<file path="config.mk">
export PLATFORM = sky130hd
export DESIGN_NAME = banco_temporizadores
export DESIGN_NICKNAME = d
export VERILOG_FILES = /design/src/rtl/temporizadores_pkg.sv /design/src/rtl/contador_fase.sv /design/src/rtl/banco_temporizadores.sv
export SDC_FILE = /design/constraint.sdc
export NUM_CORES = 1
export LEC_CHECK = 0
export ABC_AREA = 1
export CORE_MARGIN = 1
export CORE_UTILIZATION = 66
export CTS_BUF_LIST = sky130_fd_sc_hd__clkbuf_4
export DETAILED_ROUTE_END_ITERATION = 12
export DONT_BUFFER_PORTS = 1
export MAX_ROUTING_LAYER = met4
export PLACE_DENSITY = 0.82
export SETUP_SLACK_MARGIN = 0.4
export SLEW_MARGIN = 20
export SYNTH_ARGS = -nofsm -noshare
export SYNTH_HDL_FRONTEND = slang
export SYNTH_SLANG_ARGS = --single-unit
</file>
<file path="constraint.sdc">
create_clock -name clk3 -period 1.9 [get_ports clk3]
set_clock_uncertainty 0.15 [all_clocks]
set_input_delay 0.38 -clock clk3 [delete_from_list [all_inputs] [get_ports clk3]]
set_output_delay 0.38 -clock clk3 [all_outputs]
set_load 0.01 [all_outputs]
</file>
<file path="src/rtl/temporizadores_pkg.sv">
// rtl/temporizadores_pkg.sv - phase enum, default time constants and counter sizing for the timer bank
package temporizadores_pkg;

  typedef enum logic [1:0] {
    OCIOSO = 2'd0,
    PRESS  = 2'd1,
    AQUEC  = 2'd2,
    BEBIDA = 2'd3
  } fase_e;

  localparam int TICKS_PER_SEC_DEF = 1000;
  localparam int T_PRESS_DEF       = 2;
  localparam int T_AQUEC_DEF       = 2;
  localparam int T_BEBIDA_DEF      = 5;
  localparam int T_VENDA_DEF       = 15;

  function automatic int max4(input int a, input int b, input int c, input int d);
    int m;
    m = a;
    if (b > m) m = b;
    if (c > m) m = c;
    if (d > m) m = d;
    return m;
  endfunction

  // Width that holds max_ticks-1, the largest value ever loaded.
  function automatic int cnt_width(input int max_ticks);
    return (max_ticks > 1) ? $clog2(max_ticks) : 1;
  endfunction

endpackage

</file>
<file path="src/rtl/contador_fase.sv">
// rtl/contador_fase.sv - loadable down-counter with enable and zero flag, saturating at 0
module contador_fase #(
  parameter int W = 4
) (
  input  logic         clk3,
  input  logic         reset,
  input  logic         load,
  input  logic [W-1:0] load_val,
  input  logic         en,
  output logic         zero
);

  logic [W-1:0] cnt_q, cnt_d;

  always_comb begin
    cnt_d = cnt_q;
    if (load) begin
      cnt_d = load_val;
    end else if (en && (cnt_q != '0)) begin
      cnt_d = cnt_q - W'(1);
    end
  end

  always_ff @(posedge clk3) begin
    if (reset) begin
      cnt_q <= '0;
    end else begin
      cnt_q <= cnt_d;
    end
  end

  assign zero = (cnt_q == '0);

endmodule

</file>
<file path="src/rtl/banco_temporizadores.sv">
// rtl/banco_temporizadores.sv - phase chain and sale timeout for the vending FSM; TEMP_PAUSA_EN adds the pausa input
module banco_temporizadores
  import temporizadores_pkg::*;
#(
  parameter int TICKS_PER_SEC = TICKS_PER_SEC_DEF,
  parameter int T_PRESS       = T_PRESS_DEF,
  parameter int T_AQUEC       = T_AQUEC_DEF,
  parameter int T_BEBIDA      = T_BEBIDA_DEF,
  parameter int T_VENDA       = T_VENDA_DEF
) (
  input  logic clk3,
  input  logic reset,
`ifdef TEMP_PAUSA_EN
  input  logic pausa,
`endif
  input  logic reset_Temp_2,
  input  logic reset_Temp_15,
  input  logic Cancel,
  output logic Temp_2,
  output logic Temp_2_1,
  output logic Temp_5,
  output logic Temp_15,
  output logic prep_done
);

  localparam int CW = cnt_width(max4(T_PRESS, T_AQUEC, T_BEBIDA, T_VENDA) * TICKS_PER_SEC);

  localparam logic [CW-1:0] LD_PRESS  = CW'(T_PRESS  * TICKS_PER_SEC - 1);
  localparam logic [CW-1:0] LD_AQUEC  = CW'(T_AQUEC  * TICKS_PER_SEC - 1);
  localparam logic [CW-1:0] LD_BEBIDA = CW'(T_BEBIDA * TICKS_PER_SEC - 1);
  localparam logic [CW-1:0] LD_VENDA  = CW'(T_VENDA  * TICKS_PER_SEC - 1);

  logic run;
`ifdef TEMP_PAUSA_EN
  assign run = ~pausa;
`else
  assign run = 1'b1;
`endif

  logic    rt2_q, rt15_q;
  logic    start, arm;
  fase_e   fase_q, fase_d;
  logic    armed_q, armed_d;
  logic    prep_done_q, prep_done_d;
  logic    ld_fase, ld_venda;
  logic [CW-1:0] ldv_fase;
  logic    zero_fase, zero_venda;
  logic    expira;

  assign start = reset_Temp_2 & ~rt2_q;
  assign arm   = reset_Temp_15 & ~rt15_q;

  always_comb begin
    fase_d      = fase_q;
    ld_fase     = 1'b0;
    ldv_fase    = LD_PRESS;
    prep_done_d = 1'b0;
    if (Cancel) begin
      fase_d = OCIOSO;
    end else begin
      unique case (fase_q)
        OCIOSO: begin
          if (start) begin
            fase_d   = PRESS;
            ld_fase  = 1'b1;
            ldv_fase = LD_PRESS;
          end
        end
        PRESS: begin
          if (run && zero_fase) begin
            fase_d   = AQUEC;
            ld_fase  = 1'b1;
            ldv_fase = LD_AQUEC;
          end
        end
        AQUEC: begin
          if (run && zero_fase) begin
            fase_d   = BEBIDA;
            ld_fase  = 1'b1;
            ldv_fase = LD_BEBIDA;
          end
        end
        BEBIDA: begin
          if (run && zero_fase) begin
            fase_d      = OCIOSO;
            prep_done_d = 1'b1;
          end
        end
        default: fase_d = OCIOSO;
      endcase
    end
  end

  // A fresh arm restarts the period and swallows a coincident expiry.
  assign expira = armed_q & zero_venda & run & ~Cancel & ~arm;

  always_comb begin
    armed_d  = armed_q;
    ld_venda = 1'b0;
    if (Cancel) begin
      armed_d = 1'b0;
    end else if (arm) begin
      armed_d  = 1'b1;
      ld_venda = 1'b1;
    end else if (expira) begin
      armed_d = 1'b0;
    end
  end

  always_ff @(posedge clk3) begin
    if (reset) begin
      rt2_q       <= 1'b0;
      rt15_q      <= 1'b0;
      fase_q      <= OCIOSO;
      armed_q     <= 1'b0;
      prep_done_q <= 1'b0;
    end else begin
      rt2_q       <= reset_Temp_2;
      rt15_q      <= reset_Temp_15;
      fase_q      <= fase_d;
      armed_q     <= armed_d;
      prep_done_q <= prep_done_d;
    end
  end

  contador_fase #(.W(CW)) u_cnt_fase (
    .clk3     (clk3),
    .reset    (reset),
    .load     (ld_fase),
    .load_val (ldv_fase),
    .en       (run && (fase_q != OCIOSO)),
    .zero     (zero_fase)
  );

  contador_fase #(.W(CW)) u_cnt_venda (
    .clk3     (clk3),
    .reset    (reset),
    .load     (ld_venda),
    .load_val (LD_VENDA),
    .en       (run && armed_q),
    .zero     (zero_venda)
  );

  assign Temp_2    = (fase_q == PRESS);
  assign Temp_2_1  = (fase_q == AQUEC);
  assign Temp_5    = (fase_q == BEBIDA);
  assign Temp_15   = expira;
  assign prep_done = prep_done_q;

endmodule
</file>
==> results of run 1 <==
[metrics by stage]
stage,cell area [um2],instances,hold slack [ns],utilization (%)
after detailed placement,2260,372,0.297,73.4
after CTS,2780,405,0.00817,90.4
after global placement,2260,372,0.295,73.4
after floorplan,2220,329,0.299,-
[cells in the mapped netlist (all sizes together)]
cell / number / area share [%]
o21ai: 10 / 2.3
inv: 48 / 8.4
o21bai: 2 / 0.70
nand2: 81 / 16
dfxtp: 34 / 32
nor2: 68 / 14
or3: 1 / 0.29
ha: 8 / 4.7
clkinv: 1 / 0.17
nand4: 5 / 1.5
clkbuf: 1 / 0.17
xnor2: 1 / 0.41
nand3b: 4 / 1.4
nor3: 8 / 1.9
nand3: 30 / 8.3
a21oi: 15 / 3.7
xor2: 6 / 2.4
o221ai: 1 / 0.41
buf: 5 / 2.0
[repair_timing]
| action | CTS |
|---|---|
| pin swaps | 31 |
| cloned | 3 |
| setup endpoints to repair | 32 |
| endpoints found under the hold margin | 11 |
| hold buffers | 2 |
| gates resized for setup | 70 |
| buffers inserted | 22 |
[logic make-up after synthesis]
family / after synthesis / synth area share [%]
simple gates: 197 / 42.9
buf+inv: 55 / 10.7
flops: 34 / 31.7
compound gates: 28 / 7.11
fa+ha+maj: 8 / 4.66
xor+xnor: 7 / 2.86
==> out/qor.yml, run 1 <==
clock_network:
  root_buffer: "clkbuf_4"
  htreeDepth: 2
  clock_path_buffers: 2
  cts_inserted_buffers: 5
  clkSinkCount: 34
sta:
  worst_endpoint_kind: "output port"
  worst_endpoint: "Temp_15"
logic_synthesis:
  ys_seq_elements: 34
  synth_fp_nets: 342
  avgSynthCellArea_um2: 6.52
  synth.distinct_cells: 31
  ys_seq_area_share_pct: 31.7
  synthCells: 329
  synth_area_mm2: 0.00215
  ys_warn_count: 0
floorplan:
  initial_core_util_pct: 69.7
  die_h_um: 59.0
  rows: 20
  ios: 10
  die_w_um: 59.0
placement:
  dp_hpwl_um: 3480
  pre_cts_ws_ns: 0.157
  globalplace.congestion: 0.924
  port_buffers: 0
grt:
  grt_start_max_net_pins: 12
outcome:
  first-error: "[ERROR DPL-0038] Utilization greater than 100%, impossible to legalize"
  stop_stage: "5_1_grt"
  status: "did not finish"
==> inputs of run 2 (changes only) <==
--- a/config.mk
+++ b/config.mk
@@ -7,13 +7,10 @@
 export LEC_CHECK = 0
 export ABC_AREA = 1
 export CORE_MARGIN = 1
-export CORE_UTILIZATION = 66
-export CTS_BUF_LIST = sky130_fd_sc_hd__clkbuf_4
+export CORE_UTILIZATION = 40
 export DETAILED_ROUTE_END_ITERATION = 12
 export DONT_BUFFER_PORTS = 1
-export MAX_ROUTING_LAYER = met4
-export PLACE_DENSITY = 0.82
-export SETUP_SLACK_MARGIN = 0.4
+export PLACE_DENSITY_LB_ADDON = 0.15
 export SLEW_MARGIN = 20
 export SYNTH_ARGS = -nofsm -noshare
 export SYNTH_HDL_FRONTEND = slang
==> run 2 against run 1 <==
Effect of this change: the run now ends clean; area after synthesis did not move; synthesized cell count did not move.
==> out/qor.yml, run 2 <==
pwr:
  power.leakage_nw: 1.24
  irDropWorstVdd_mv: 0.447
  power_mw: 2.61
  power_density_mw_per_mm2: 1060
flow_run:
  cap_violations: 0
logic_synthesis:
  yosysTopAreaCell: "dfxtp_1"
  synth_area_leaders: "dfxtp_1 32%, nand2_1 13%, nor2_1 10%, inv_1 8.0%, nand3_1 6.1%"
  netlist.area_leader.share_pct: 31.7  # unchanged
  synthCells: 329  # unchanged
  synth_flop_cell: "dfxtp_1"
  synth_fp_nets: 342  # unchanged
  synth_area_mm2: 0.00215  # unchanged
  synth_top_cells_by_count: "74 x nand2_1, 60 x nor2_1, 46 x inv_1"
  ys_seq_area_share_pct: 31.7  # unchanged
  synth.distinct_cells: 31  # unchanged
  ys_seq_elements: 34  # unchanged
  synthArstFlopShare_pct: 0  # unchanged
  synth_edf_count: 0  # unchanged
  avgSynthCellArea_um2: 6.52  # unchanged
  synth_most_common_cell: "nand2_1"
  ys_warn_count: 0  # unchanged
outcome:
  status: "finished clean"
floorplan:
  die_h_um: 75.2  # +27%
  coreArea_mm2: 0.00514
  ios: 10  # unchanged
  initial_core_util_pct: 41.7  # -28 points
  rows: 26  # +30%
  dieArea_mm2: 0.00566
  die_w_um: 75.2  # +27%
grt:
  grt_pass1_wl_um: 7940
  antenna_found_initial: 0
  grtUsageTotal_pct: 18.3
  grt_overflow: 0
  grt_start_max_net_pins: 18
  grt_pass1_vias: 1834
critical_path:
  cpLargestDelayFamily: "simple AND/OR/NAND/NOR gates"
  rr_worst_depth: 7
  cp-end-kind: "primary output"
  arrival_ns: 1.33
  regToRegEndpoint: "fase_q[0]"
  critical_path.max_stage_delay_ns: 0.34
  cp_max_fo: 4
  r2r_setup_slack_ns: 0.14
  path_cells: "inv_2 -> ha_1 -> nand3_2 -> nor2_4 -> nand2_2 -> nor2_4"
  path_class: "flip-flop to primary output"
  crit_top_cell: "nor2_4"
  critPathSlowestCell: "dfxtp_2"
  worst_r2r_startpoint: "fase_q[0]"
  cp_num_buf_inv: 1
  start_kind: "flip-flop"
  endpoint: "Temp_15"
  startpoint: "u_cnt_venda.cnt_q[0]"
  cp_num_cells: 6
  required_ns: 1.37
sta:
  fmax_mhz: 538
  worst_pin_slew_ns: 0.409
  setup_violations: 0
  finalHoldViolCount: 0
  final_max_slew_viol_count: 0
  relSlewSlack_pct: 72.6
  period_share_pct: 97.8
  finalCriticalPeriod_ns: 1.86
layout:
  final_cell_mix: "73 x nand2_1, 58 x nor2_1, 44 x inv_1, 33 x dfxtp_1, 25 x nand3_1"
  diodes: 0
  post-route-util_pct: 48.0
  layout_commonest_cell: "nand2_1"
  seq_area_um2: 682
  multi_input_area_mm2: 0.00128
  drive_above_1_share_pct: 15.7
  top_regs: "u_cnt_fase.cnt_q (14), u_cnt_venda.cnt_q (14), fase_q (2)"
  instances_no_fill: 420
  fill_cells: 563
  num-nets-final: 362
  area_delta_synth_final_pct: 15.0
routing:
  vias_per_cell: 4.73
  dr.pass1.iters: 5
  vias: 1987
  drt_wl_total_um: 4600
  drtIter0Drc: 69
  wire_per_inst_um: 10.9
  ant_nets: 0
  drc: 0
clock_network:
  clk_pin_slew_ns: 0.08
  htreeDepth: 2  # unchanged
  root_buffer: "clkbuf_8"
  clkSinkCount: 34  # unchanged
  insertion_delay_ns: 0.29
  cts_inserted_buffers: 5  # unchanged
  cts_tree: "done"
  clock_path_buffers: 2  # unchanged
placement:
  dp.cells: 407  # +9.4%
  globalplace.congestion: 0.851  # -8.0%
  port_buffers: 0  # unchanged
  dp_hpwl_um: 3440  # -1.2%
worst_hold_path:
  hold_path_class: "input pin to flip-flop"
-- run 2: cell counts after synthesis --
Identical to the previous run, type by type.
-- run 2: cell type report --
type / instances / share of cell area [%]
inverters: 49 / 7.55
repair buffers: 19 / 5.88
multi-input cells: 240 / 51.7
clock inverters: 1 / 0.203
flip-flops and latches: 34 / 27.6
well taps: 70 / 3.55
clock buffers: 7 / 3.50
-- run 2: per-layer routing --
metal	vias up	GRT usage, %	wire (um)
met2	19	32.1	2240
li1	1065	-	-
met3	5	4.95	145
met1	898	21.7	2140
met4	0	6.17	73
met5	-	0	0
-- run 2: cells by family (layout without fill, tap and decap cells) --
family,Yosys count,in the layout,synth area share (%)
compound gates,28,28,7.11
xor+xnor,7,7,2.86
fa+ha+maj,8,8,4.66
buf+inv,55,76,10.7
flops,34,34,31.7
simple gates,197,197,42.9
-- run 2: per-stage QoR --
step | TNS (ns) | setup slack (ns) | area [um2] | hold slack, ns
6_report | 0 | 0.0425 | 2470 | 0.0184
5_1_grt | -0.0133 | -0.0133 | 2470 | 0.00868
4_1_cts | 0 | 0.0282 | 2410 | 0.000733
3_5_place_dp | 0 | 0.0549 | 2290 | 0.304
3_3_place_gp | 0 | 0.0581 | 2290 | 0.303
2_1_floorplan | 0 | 0.164 | 2150 | 0.299
-- run 2: how the worst min path moves through the flow --
stage               slack, ns  cells after the start   from                   to
CTS                    0.0007                      1  reset  u_cnt_fase.cnt_q[1]
global route            0.009                      1  reset  u_cnt_fase.cnt_q[1]
finish                   0.02                      1  reset  u_cnt_fase.cnt_q[1]
detailed placement       0.30                      1  reset  u_cnt_fase.cnt_q[1]
global placement         0.30                      1  reset  u_cnt_fase.cnt_q[5]
floorplan                0.30                      1  reset  u_cnt_fase.cnt_q[5]
-- run 2: report_power, final --
part	internal, mW	leakage (nW)	switching, mW	total, mW
clock network	0.292	0.0482	0.258	0.550
logic	0.450	0.916	0.709	1.16
registers	0.807	0.279	0.0905	0.898
total	1.55	1.24	1.06	2.61
-- run 2: what timing repair did --
action | CTS | global route
setup buffers | 0 | 4
hold buffers | 1 | 0
pin swaps | 0 | 4
endpoints found under the hold margin | 10 | 0
endpoints found under the setup margin | 1 | 19
gates resized for setup | 5 | 9
Note: power is estimated with default switching activity, not from simulation.
